$ cat config.mk
export PLATFORM = sky130hd
export DESIGN_NAME = exotiny_clkrst_flat
export DESIGN_NICKNAME = d
export VERILOG_FILES = /design/src/rtl/exotiny_clkrst_if.sv /design/src/rtl/exotiny_clkrst.sv /design/src/flat_wrapper.sv
export SDC_FILE = /design/constraint.sdc
export NUM_CORES = 1
export LEC_CHECK = 0
export CORE_MARGIN = 1.5
export CORE_UTILIZATION = 50
export CTS_BUF_LIST = sky130_fd_sc_hd__clkbuf_2
export DETAILED_ROUTE_END_ITERATION = 8
export GPL_TIMING_DRIVEN = 1
export PLACE_DENSITY = 0.73
export SETUP_SLACK_MARGIN = 0.5
export SYNTH_ARGS = -nofsm -noshare
export SYNTH_HDL_FRONTEND = slang
export SYNTH_SLANG_ARGS = --single-unit
$ cat constraint.sdc
create_clock -name clk_i -period 2.2 [get_ports clk_i]
set_input_delay 0.33 -clock clk_i [delete_from_list [all_inputs] [get_ports clk_i]]
set_output_delay 0.33 -clock clk_i [all_outputs]
set_load 0.01 [all_outputs]
$ cat src/rtl/exotiny_clkrst_if.sv
// rtl/exotiny_clkrst_if.sv - control and status bundle of the clock-enable / reset sequencer
interface exotiny_clkrst_if #(
  parameter int DIV_W = 4,
  parameter int N_RST = 2
);
  logic             locked_i;
  logic             soft_rst_i;
  logic [DIV_W-1:0] div_i;
  logic             div_load_i;
  logic             clk_en_o;
  logic             clk_div_o;
  logic [N_RST-1:0] rst_n_o;
  logic             ready_o;
  logic [7:0]       lock_loss_cnt_o;

  modport slave (
    input  locked_i, soft_rst_i, div_i, div_load_i,
    output clk_en_o, clk_div_o, rst_n_o, ready_o, lock_loss_cnt_o
  );

  modport master (
    output locked_i, soft_rst_i, div_i, div_load_i,
    input  clk_en_o, clk_div_o, rst_n_o, ready_o, lock_loss_cnt_o
  );
endinterface

$ cat src/rtl/exotiny_clkrst.sv
// rtl/exotiny_clkrst.sv - programmable clock-enable divider, lock monitor and staged reset release
module exotiny_clkrst #(
  parameter int DIV_W     = 4,
  parameter int DIV_RST   = 15,
  parameter int DLY_W     = 8,
  parameter int N_RST     = 2,
  parameter int STAGE_GAP = 4
) (
  input  logic            clk_i,
  input  logic            rst_in,
  exotiny_clkrst_if.slave bus
);

  localparam int GAP_W = (STAGE_GAP > 1) ? $clog2(STAGE_GAP) : 1;
  localparam int STG_W = 4;
  localparam logic [DLY_W-1:0] DLY_LAST = '1;
  localparam logic [GAP_W-1:0] GAP_LAST = GAP_W'(STAGE_GAP - 1);
  localparam logic [STG_W-1:0] STG_LAST = STG_W'(N_RST - 1);

  typedef enum logic [1:0] {HOLD, DELAY, RELEASE, RUN} state_t;

  logic sync_q, locked_s;

  always_ff @(posedge clk_i or negedge rst_in) begin
    if (!rst_in) begin
      sync_q   <= 1'b0;
      locked_s <= 1'b0;
    end else begin
      sync_q   <= bus.locked_i;
      locked_s <= sync_q;
    end
  end

  logic [DIV_W-1:0] div_r, cnt;
  logic             clk_en_q, clk_div_q;

  // A load restarts the period and wins over a wrap in the same cycle.
  always_ff @(posedge clk_i or negedge rst_in) begin
    if (!rst_in) begin
      div_r     <= DIV_W'(DIV_RST);
      cnt       <= '0;
      clk_en_q  <= 1'b0;
      clk_div_q <= 1'b0;
    end else if (bus.div_load_i) begin
      div_r    <= bus.div_i;
      cnt      <= '0;
      clk_en_q <= 1'b0;
    end else if (cnt == div_r) begin
      cnt       <= '0;
      clk_en_q  <= 1'b1;
      clk_div_q <= ~clk_div_q;
    end else begin
      cnt      <= cnt + 1'b1;
      clk_en_q <= 1'b0;
    end
  end

  state_t           state_q, state_d;
  logic [DLY_W-1:0] dly_q, dly_d;
  logic [GAP_W-1:0] gap_q, gap_d;
  logic [STG_W-1:0] stage_q, stage_d;
  logic [N_RST-1:0] rst_n_q, rst_n_d;
  logic             ready_q, ready_d;
  logic [7:0]       loss_q, loss_d;
  logic             abort;
  logic [N_RST-1:0] rst_n_shift;

  // Releases are strictly ordered, so the next released bit is a 1 shifted in at the bottom.
  assign rst_n_shift = N_RST'({rst_n_q, 1'b1});

  always_ff @(posedge clk_i or negedge rst_in) begin
    if (!rst_in) begin
      state_q <= HOLD;
      dly_q   <= '0;
      gap_q   <= '0;
      stage_q <= '0;
      rst_n_q <= '0;
      ready_q <= 1'b0;
      loss_q  <= '0;
    end else begin
      state_q <= state_d;
      dly_q   <= dly_d;
      gap_q   <= gap_d;
      stage_q <= stage_d;
      rst_n_q <= rst_n_d;
      ready_q <= ready_d;
      loss_q  <= loss_d;
    end
  end

  always_comb begin
    state_d = state_q;
    dly_d   = dly_q;
    gap_d   = gap_q;
    stage_d = stage_q;
    rst_n_d = rst_n_q;
    ready_d = ready_q;
    loss_d  = loss_q;
    abort   = (state_q != HOLD) && (!locked_s || bus.soft_rst_i);
    if (abort) begin
      state_d = HOLD;
      dly_d   = '0;
      gap_d   = '0;
      stage_d = '0;
      rst_n_d = '0;
      ready_d = 1'b0;
      // Lock loss takes precedence when both causes coincide.
      if (!locked_s && loss_q != 8'hFF) loss_d = loss_q + 8'd1;
    end else begin
      case (state_q)
        HOLD: begin
          if (locked_s && !bus.soft_rst_i) begin
            state_d = DELAY;
            dly_d   = '0;
          end
        end
        DELAY: begin
          dly_d = dly_q + 1'b1;
          if (dly_q == DLY_LAST) begin
            dly_d   = '0;
            rst_n_d = rst_n_shift;
            gap_d   = '0;
            stage_d = STG_W'(1);
            if (N_RST == 1) begin
              state_d = RUN;
              ready_d = 1'b1;
            end else begin
              state_d = RELEASE;
            end
          end
        end
        RELEASE: begin
          gap_d = gap_q + 1'b1;
          if (gap_q == GAP_LAST) begin
            gap_d   = '0;
            rst_n_d = rst_n_shift;
            stage_d = stage_q + 1'b1;
            if (stage_q == STG_LAST) begin
              state_d = RUN;
              ready_d = 1'b1;
            end
          end
        end
        RUN:     state_d = RUN;
        default: state_d = HOLD;
      endcase
    end
  end

  assign bus.clk_en_o        = clk_en_q;
  assign bus.clk_div_o       = clk_div_q;
  assign bus.rst_n_o         = rst_n_q;
  assign bus.ready_o         = ready_q;
  assign bus.lock_loss_cnt_o = loss_q;

endmodule

$ cat src/flat_wrapper.sv
// flat-port wrapper written by rule: the top's interface ports become plain ports
module exotiny_clkrst_flat 
#(
  parameter int DIV_W     = 4,
  parameter int DIV_RST   = 15,
  parameter int DLY_W     = 8,
  parameter int N_RST     = 2,
  parameter int STAGE_GAP = 4
)
  (clk_i, rst_in, bus_locked_i, bus_soft_rst_i, bus_div_i, bus_div_load_i, bus_clk_en_o, bus_clk_div_o, bus_rst_n_o, bus_ready_o, bus_lock_loss_cnt_o);
  exotiny_clkrst_if #(.DIV_W(DIV_W), .N_RST(N_RST)) bus_i ();
  input  logic clk_i;
  input  logic rst_in;
  input wire logic [$bits(bus_i.locked_i)-1:0] bus_locked_i;
  input wire logic [$bits(bus_i.soft_rst_i)-1:0] bus_soft_rst_i;
  input wire logic [$bits(bus_i.div_i)-1:0] bus_div_i;
  input wire logic [$bits(bus_i.div_load_i)-1:0] bus_div_load_i;
  output wire logic [$bits(bus_i.clk_en_o)-1:0] bus_clk_en_o;
  output wire logic [$bits(bus_i.clk_div_o)-1:0] bus_clk_div_o;
  output wire logic [$bits(bus_i.rst_n_o)-1:0] bus_rst_n_o;
  output wire logic [$bits(bus_i.ready_o)-1:0] bus_ready_o;
  output wire logic [$bits(bus_i.lock_loss_cnt_o)-1:0] bus_lock_loss_cnt_o;
  assign bus_i.locked_i = bus_locked_i;
  assign bus_i.soft_rst_i = bus_soft_rst_i;
  assign bus_i.div_i = bus_div_i;
  assign bus_i.div_load_i = bus_div_load_i;
  assign bus_clk_en_o = bus_i.clk_en_o;
  assign bus_clk_div_o = bus_i.clk_div_o;
  assign bus_rst_n_o = bus_i.rst_n_o;
  assign bus_ready_o = bus_i.ready_o;
  assign bus_lock_loss_cnt_o = bus_i.lock_loss_cnt_o;
  exotiny_clkrst #(.DIV_W(DIV_W), .DIV_RST(DIV_RST), .DLY_W(DLY_W), .N_RST(N_RST), .STAGE_GAP(STAGE_GAP)) u_core (.clk_i(clk_i), .rst_in(rst_in), .bus(bus_i));
endmodule
==> flow_summary.ini, run 1 <==
[timing]
max-slew-margin-rel_pct = 43.1
holdWs_ps = 20.2
hold_viol_final = 0
min_period_ps = 1660
rsz0062_at_grt = yes
clock_skew_ps = 18.3
fin_tns_setup_ps = 0
setup_ws_ps = 542
fmax_mhz = 603
setup_viol = 0
worst_pin_slew_ps = 853
slew_viol_final = 0
period_share_pct = 75.4

[synthesis]
synth_edf_count = 0
netlist_area_sq_mm = 0.00204
synth_seq_cells = 39
synth_area_leaders = dfrtp_1 (43%), ha_1 (6.1%), dfstp_2 (5.1%), nor2_1 (4.2%), xor2_1 (3.4%)
synthArstFlopShare_pct = 100
synth_ff_type = dfrtp_1
synth_cell_types = 46
synth_warnings = 0
syn_avg_cell_area_sq_um = 10.5
synth_seq_area_share_pct = 48.0
synth_top_area_cell = dfrtp_1
syn-num-nets = 213
syn-instance-count = 194
synth_top_area_share_pct = 42.9

[min_path]
min_path_type = input port to asynchronous set/reset pin

[global_routing]
gr-total-overflow = 0
grt_pass1_vias = 1513
grt_pass1_wl_microns = 6730
grt_usage_pct = 20.1
antenna_found_initial = 0
grt_max_degree = 40

[floorplan]
die_w_microns = 66.9
chipHeight_microns = 66.9
initial_core_util_pct = 51.4
ios = 22
die-area_sq_mm = 0.00448
num_rows = 23
coreArea_sq_mm = 0.00397

[clocking]
cts_root_buffer = clkbuf_2
clk_path_buf_depth = 2
cts_tree = yes
cts.htree.levels = 2
cts_num_sinks = 39
insertion_delay_ps = 390
clkTransAtPathRegs_ps = 190
numCtsBuffers = 5

[drt]
wirelength_microns = 4080
route.detailed.drc = 0
viasPerCell = 5.41
num_vias = 1573
drtIter0Drc = 72
drtAntennaViolNets = 0
routedWlPerCell_microns = 14.0
drt_pre_antenna_iters = 4

[power]
power.leakage_nw = 1.22
ir_worst_vdd_mv = 0.738
power.density_mw_per_mm2 = 1010
power.total_w = 0.00255

[worst_setup_path]
start_kind = flop
cp-end-kind = flop
required_ps = 2500
critPathMaxFanout = 7
critPathKind = flop to flop
cp.arrival_ps = 1960

[layout]
utilization_pct = 63.5
drive_above_1_share_pct = 22.8
n_fill_cell = 345
area_growth_pct = 23.5
antenna_cells = 0
final_nets = 259

[placement]
gp_congestion = 0.841
place_ws_ps = 298
portBuffers = 21
dpl.hpwl_microns = 2650

[flow_run]
maxCapViolations = 0

[run_status]
outcome = finished clean
-- cell families after synthesis --
family / Yosys count / synth area share [%]
XOR/XNOR: 14 / 6.00
adder cells (fa/ha/maj): 10 / 6.12
AO/OA/AOI/OAI: 36 / 12.9
AND/OR/NAND/NOR: 73 / 18.6
buffers and inverters: 12 / 3.06
flip-flops: 39 / 48.0
multiplexers: 10 / 5.27
-- per-stage QoR --
| step | area, sq um | std cells |
|---|---|---|
| 2_1_floorplan | 2040 | 194 |
| 3_3_place_gp | 2310 | 265 |
| 3_5_place_dp | 2310 | 265 |
| 4_1_cts | 2420 | 282 |
| 5_1_grt | 2520 | 291 |
| 6_report | 2520 | 291 |
-- final cells by class --
type / instances / area, sq um / share of cell area [%]
Clock inverter: 2 / 7.51 / 0.297
Sequential cell: 39 / 982 / 38.9
Clock buffer: 6 / 30.0 / 1.19
Multi-Input combinational cell: 143 / 1020 / 40.5
Inverter: 8 / 30.0 / 1.19
Timing Repair Buffer: 43 / 390 / 15.5
Tap cell: 50 / 62.6 / 2.48
-- state kept, by name, indices dropped and copies added, names as in the netlist --
name	flops
u_core.cnt	4
u_core.div_r	4
u_core.bus.clk_div_o	1
u_core.stage_q	4
u_core.gap_q	2
u_core.bus.rst_n_o	2
u_core.locked_s	1
u_core.sync_q	1
u_core.dly_q	8
u_core.bus.lock_loss_cnt_o	8
u_core.state_q	2
u_core.bus.clk_en_o	1
u_core.bus.ready_o	1
-- worst max-delay path, cell delays in order, from the launching register on --
cell and delay (ps):
dfrtp_1 420, buf_4 150, ha_2 220, nor2_1 160, mux2_2 270, o21ai_0 110
a32o_1 260
-- cells in the final DEF (no fill, tap or decap), types with 3 or more instances in the layout --
cell	n
ha_1	7
clkbuf_2	6
inv_1	8
nor2_1	23
nand3_1	12
mux2_2	6
ha_2	3
dlymetal6s2s_1	8
a21oi_1	8
xor2_1	8
o21ai_0	6
dfrtp_1	34
nand4_1	5
buf_4	20
dfstp_2	4
nand2_1	11
or2_2	3
nor3_1	3
clkdlybuf4s50_1	11
xnor2_1	6
mux2i_1	4
nand2b_1	5
-- cell usage after synthesis, drive strengths merged, types with 2 or more instances --
master and instances:
or2 3, xnor2 6, o21ai 8, dfstp 4, nand4 5, a32oi 2
a21oi 8, buf 4, o22ai 2, a32o 2, nand2b 5, xor2 8
nand3 13, o21a 2, a22o 2, mux2 6, nor2 23, nand2 11
mux2i 4, ha 10, inv 8, dfrtp 35, nor3 4, nor2b 3
-- power by group --
group / switching [W] / internal [W]
Combinational: 0.000638 / 0.000648
Clock: 0.000226 / 0.0000765
Sequential: 0.0000990 / 0.000860
Total: 0.000963 / 0.00158
-- metal layers --
layer	track usage, %	routed length (microns)	vias to the layer above
met5	0	0	-
met4	7.65	80	0
met3	5.74	162	8
met2	32.3	1910	29
met1	25.5	1930	748
li1	-	-	788
-- worst paths after layout --
check | cells after the start | startpoint | slack, ps | end
min in group clk_i | 1 | bus_locked_i | 360 | u_core.sync_q
worst max register to register | 6 | u_core.state_q[0] | 540 | u_core.dly_q[4]
worst min-delay path | 1 | rst_in | 20 | u_core.cnt[3]
max in group asynchronous | 1 | rst_in | 1590 | u_core.bus.lock_loss_cnt_o[2]
worst min register to register | 0 | u_core.sync_q | 370 | u_core.locked_s
worst max-delay path | 6 | u_core.state_q[0] | 540 | u_core.dly_q[4]
-- what timing repair did --
item                                    4_1_cts  5_1_grt
hold endpoints to repair                      0        0
resized for setup                             5       12
endpoints found under the setup margin       16       21
cloned                                        0        1
pin swaps                                     0        1
setup buffers                                 9        8
hold buffers                                  0        0
(Power assumes the default switching activity.)
==> inputs of run 2 (changes only) <==
--- a/config.mk
+++ b/config.mk
@@ -10,7 +10,7 @@
 export CTS_BUF_LIST = sky130_fd_sc_hd__clkbuf_2
 export DETAILED_ROUTE_END_ITERATION = 8
 export GPL_TIMING_DRIVEN = 1
-export PLACE_DENSITY = 0.73
+export PLACE_DENSITY = 0.76
 export SETUP_SLACK_MARGIN = 0.5
 export SYNTH_ARGS = -nofsm -noshare
 export SYNTH_HDL_FRONTEND = slang
==> constraint.sdc (replaced) <==
create_clock -name clk_i -period 1.47 [get_ports clk_i]
set_input_delay 0.2205 -clock clk_i [delete_from_list [all_inputs] [get_ports clk_i]]
set_output_delay 0.2205 -clock clk_i [all_outputs]
set_load 0.01 [all_outputs]
==> run 2 against run 1 <==
The run now ends with negative setup slack left. Largest power group unchanged. Sequential share of layout area down 7.3 points. Core utilization grew 15 points. First-iteration DRC count increased by 65%. Power rose by 96%. Critical path depth is 1 higher. Critical path type unchanged. Fmax increased by 1.0%. Sequential power is 52% higher. Final area grew 23%. Setup slack worse by 710 ps. Die area unchanged. Clock power is 53% higher.
==> flow_summary.ini, run 2 (synthesis gave the netlist of run 1 again) <==
[worst_setup_path]
cp.arrival_ps = 1950
start_kind = flop
crit_chain = inv_2 > ha_4 > nand4_1 > o2bb2ai_2 > buf_12 > a21oi_1 > a41o_1
r2r_start = u_core.state_q[1]
cp-end-kind = flop
startpoint = u_core.state_q[1]
worst_path_largest_cell_delay_ps = 420
required_ps = 1780
cp_slowest_cell = dfrtp_1
critPathKind = flop to flop
critPathMaxFanout = 11

[layout]
area_growth_pct = 51.8
final_cell_count_no_fill = 337
final_common_cell = buf_4
final_nets = 305
antenna_cells = 0
mostFrequentLayoutCells = buf_4 (55), dfrtp_1 (34), nor2_1 (16), buf_6 (16), nand2_1 (11)
drive_above_1_share_pct = 48.1

[timing]
setup_ws_ps = -171
slew_viol_final = 0
clock_skew_ps = 22.6
max-slew-margin-rel_pct = 77.3
holdWs_ps = 125
fmax_mhz = 609
hold_viol_final = 0
setup_viol = 20
min_period_ps = 1640
period_share_pct = 112
worst_pin_slew_ps = 340
rsz0062_at_grt = yes

[clocking]
clk_path_buf_depth = 2
cts_tree = yes
numCtsBuffers = 5
insertion_delay_ps = 390
cts_root_buffer = clkbuf_2
cts.htree.levels = 2
clkTransAtPathRegs_ps = 210
cts_num_sinks = 39

[power]
power.density_mw_per_mm2 = 1610
power.total_w = 0.00500
ir_worst_vdd_mv = 1.46
power.leakage_nw = 1.44

[drt]
drtAntennaViolNets = 0
drtIter0Drc = 119
routedWlPerCell_microns = 17.0
route.detailed.drc = 0
wirelength_microns = 5720
drt_pre_antenna_iters = 4
viasPerCell = 5.49
num_vias = 1851

[global_routing]
antenna_found_initial = 0
grt_usage_pct = 23.2
grt_max_degree = 21
gr-total-overflow = 0
grt_pass1_vias = 1606
grt_pass1_wl_microns = 7640

[floorplan]
die-area_sq_mm = 0.00448
ios = 22
initial_core_util_pct = 51.4
coreArea_sq_mm = 0.00397
chipHeight_microns = 66.9
num_rows = 23
die_w_microns = 66.9

[placement]
dpl.hpwl_microns = 3140
place_ws_ps = -163
dp_cells = 300
portBuffers = 21
gp_congestion = 0.832

[run_status]
outcome = finished with violations
failed_checks = negative setup slack

[flow_run]
maxCapViolations = 0

[min_path]
min_path_type = input port to asynchronous set/reset pin
## run 2: changes by cell type in the layout (fill, tap and decap cells not counted), sizes merged
| cell | previous run | this run |
|---|---|---|
| clkdlybuf4s50 | 11 | 7 |
| dlygate4sd2 | 1 | 0 |
| buf | 23 | 81 |
| dlygate4sd3 | 0 | 1 |
| dlymetal6s2s | 8 | 0 |
## run 2: through the flow
stage	TNS [ps]	area, sq um	util (%)
floorplan	-370	2140	-
global placement	-1370	2680	67.5
detailed placement	-1670	2680	67.5
CTS	-1230	2900	73.0
global route	-2940	3100	78.1
finish	-1610	3100	78.1
## run 2: repair_timing
action | CTS | global route
pin swaps | 4 | 20
gates resized for setup | 74 | 24
gates cloned | 0 | 0
setup buffers | 17 | 11
endpoints found under the hold margin | 35 | 0
hold buffers | 1 | 0
endpoints found under the setup margin | 46 | 46
## run 2: metal layers
| layer | part of all wire (%) | global-route usage [%] | vias up |
|---|---|---|---|
| met4 | 3.7 | 5.61 | 0 |
| met5 | 0 | 0 | - |
| met2 | 51 | 37.4 | 62 |
| met3 | 4.0 | 5.24 | 18 |
| li1 | - | - | 881 |
| met1 | 41 | 31.7 | 890 |
## run 2: final timing paths
kind | endpoint | slack (ps) | depth (start not counted)
max in group asynchronous | u_core.div_r[2] | 800 | 3
hold reg to reg | u_core.locked_s | 370 | 0
min in group clk_i | u_core.sync_q | 260 | 1
hold / removal | u_core.stage_q[2] | 120 | 2
setup / recovery | u_core.bus.rst_n_o[1] | -170 | 7
setup reg to reg | u_core.bus.rst_n_o[1] | -170 | 7
## run 2: power breakdown
part | internal [W] | switching (W)
logic | 0.00169 | 0.00139
registers | 0.00129 | 0.000174
clock network | 0.000115 | 0.000350
total | 0.00309 | 0.00191
## run 2: worst max-delay path, delay by kind of cell (launching register included)
family                   cells  cell delay (ps)
AO/OA/AOI/OAI                3              500
flip-flops                   1              420
AND/OR/NAND/NOR              1              110
buffers and inverters        2              260
adder cells (fa/ha/maj)      1              280
## run 2: area by class of cell
class / instances / area (sq um)
repair buffers: 89 / 753
well taps: 50 / 62.6
multi-input cells: 143 / 1240
inverters: 8 / 30.0
fillers: 232 / 870
clock inverters: 2 / 7.51
flip-flops and latches: 39 / 982
clock buffers: 6 / 30.0
==> inputs of run 3 (changes only) <==
--- a/config.mk
+++ b/config.mk
@@ -5,7 +5,6 @@
 export SDC_FILE = /design/constraint.sdc
 export NUM_CORES = 1
 export LEC_CHECK = 0
-export CORE_MARGIN = 1.5
 export CORE_UTILIZATION = 50
 export CTS_BUF_LIST = sky130_fd_sc_hd__clkbuf_2
 export DETAILED_ROUTE_END_ITERATION = 8
==> run 3 against run 2 <==
The flow still finishes with violations (negative setup slack). Register-to-register slack about the same. Count of clock-buffer cells in the layout did not move. Non-clock buffer count shrank 13. Final area fell by 4.9%. Clock power is 2% higher. Setup slack lost 3.5 ps. First-iteration DRC count shrank 0.84%. Largest power group unchanged.
==> flow_summary.ini, run 3 (synthesis gave the netlist of run 1 again) <==
[global_routing]
grt_pass1_wl_microns = 8310
grtUsageMet3_pct = 6.72
grt_pass1_vias = 1773
antenna_found_initial = 0
grt_usage_pct = 26.2
gr-total-overflow = 0
grt.busiest_layer = met2
use_met1_pct = 31.6
use_met2_pct = 43.1
grt_max_degree = 40

[timing]
setup_ws_ps = -174
setup_viol = 18
max-slew-margin-rel_pct = 66.8
min_period_ps = 1640
fin_tns_setup_ps = -1600
fmax_mhz = 608
period_share_pct = 112
slew_viol_final = 0
hold_viol_final = 0
clock_skew_ps = 20.6
rsz0062_at_grt = yes
worst_pin_slew_ps = 499

[placement]
gp_congestion = 0.897
portBuffers = 21
dp_cells = 290
dpl.hpwl_microns = 3350

[floorplan]
num_rows = 22
initial_core_util_pct = 53.8
die_w_microns = 65.9
die-area_sq_mm = 0.00435
ios = 22
coreArea_sq_mm = 0.00380
chipHeight_microns = 65.9

[drt]
route.detailed.drc = 0
num_vias = 1843
drtAntennaViolNets = 0
routedWlPerCell_microns = 16.1
viasPerCell = 5.72
drt_pre_antenna_iters = 4
wirelength_microns = 5200
drtIter0Drc = 118

[clocking]
clkTransAtPathRegs_ps = 190
clk_path_buf_depth = 2
cts.htree.levels = 2
cts_num_sinks = 39
cts_tree = yes
cts_root_buffer = clkbuf_2
insertion_delay_ps = 410
numCtsBuffers = 5

[layout]
multi_input_area_sq_mm = 0.00120
final_nets = 292
area_growth_pct = 44.3
final_common_cell = buf_4
n_fill_cell = 222
final_cell_count_no_fill = 322
mostFrequentLayoutCells = buf_4 (44), dfrtp_1 (34), nor2_1 (18)
seq_area_sq_um = 982
drive_above_1_share_pct = 45.6
antenna_cells = 0

[run_status]
failed_checks = negative setup slack
outcome = finished with violations

[worst_setup_path]
critPathMaxFanout = 11
r2r_end = u_core.stage_q[2]
start_kind = flop
startpoint = u_core.state_q[0]
critPathKind = flop to flop
required_ps = 1780
r2r_start = u_core.state_q[0]
regToRegSetupSlack_ps = -170
cp-end-kind = flop
reg2reg_depth = 7
cp.arrival_ps = 1950

[min_path]
hold_depth = 1
hold_end = u_core.sync_q
min_path_type = input port to flop
hold_path.startpoint = bus_locked_i

[power]
power.density_mw_per_mm2 = 1610
power.leakage_nw = 1.33
power.total_w = 0.00476
ir_worst_vdd_mv = 1.13

[flow_run]
maxCapViolations = 0
-- run 3: how the worst max path moves through the flow --
stage                              to  slack, ps  cells past startpoint
floorplan           u_core.stage_q[0]        -60                      7
global placement      u_core.dly_q[4]       -140                      5
detailed placement    u_core.dly_q[4]       -170                      5
CTS                 u_core.stage_q[2]       -190                      7
global route        u_core.stage_q[2]       -250                      7
finish              u_core.stage_q[2]       -170                      7
-- run 3: per-stage QoR --
stage | instance area [sq um] | hold slack (ps) | setup WS, ps | utilization, %
after floorplan | 2140 | -75.1 | -59.8 | -
after global placement | 2620 | 297 | -135 | 68.9
after detailed placement | 2620 | 302 | -174 | 68.9
after CTS | 2840 | 247 | -185 | 74.8
after global routing | 2950 | 213 | -251 | 77.6
final | 2950 | 245 | -174 | 77.6
-- run 3: worst max-delay path, stage by stage, from the launching register on --
cell       delay [ps]
dfrtp_1           410
inv_2              80
ha_4              280
nand4_1           100
o2bb2ai_2         200
buf_12            160
mux2i_2           240
nor4b_2            70
-- run 3: final cells by class --
type,count,share of cell area (%)
flip-flops and latches,39,33.3
well taps,48,2.04
clock buffers,6,1.02
repair buffers,76,21.7
inverters,8,1.02
clock inverters,2,0.297
multi-input cells,143,40.6
-- run 3: repair_timing --
item | in CTS | in global routing
hold buffers | 1 | 0
hold endpoints to repair | 35 | 0
pin swaps | 6 | 11
gates resized for setup | 80 | 9
buffers inserted | 15 | 8
endpoints found under the setup margin | 46 | 46
-- run 3: metal layers --
metal | wire (microns) | vias up
met5 | 0 | -
met4 | 134 | 0
met3 | 202 | 20
met2 | 2610 | 54
met1 | 2250 | 918
li1 | - | 851
-- run 3: where the power goes --
group          switching (W)  internal [W]
logic                0.00125       0.00156
registers           0.000189       0.00129
clock network       0.000357      0.000117
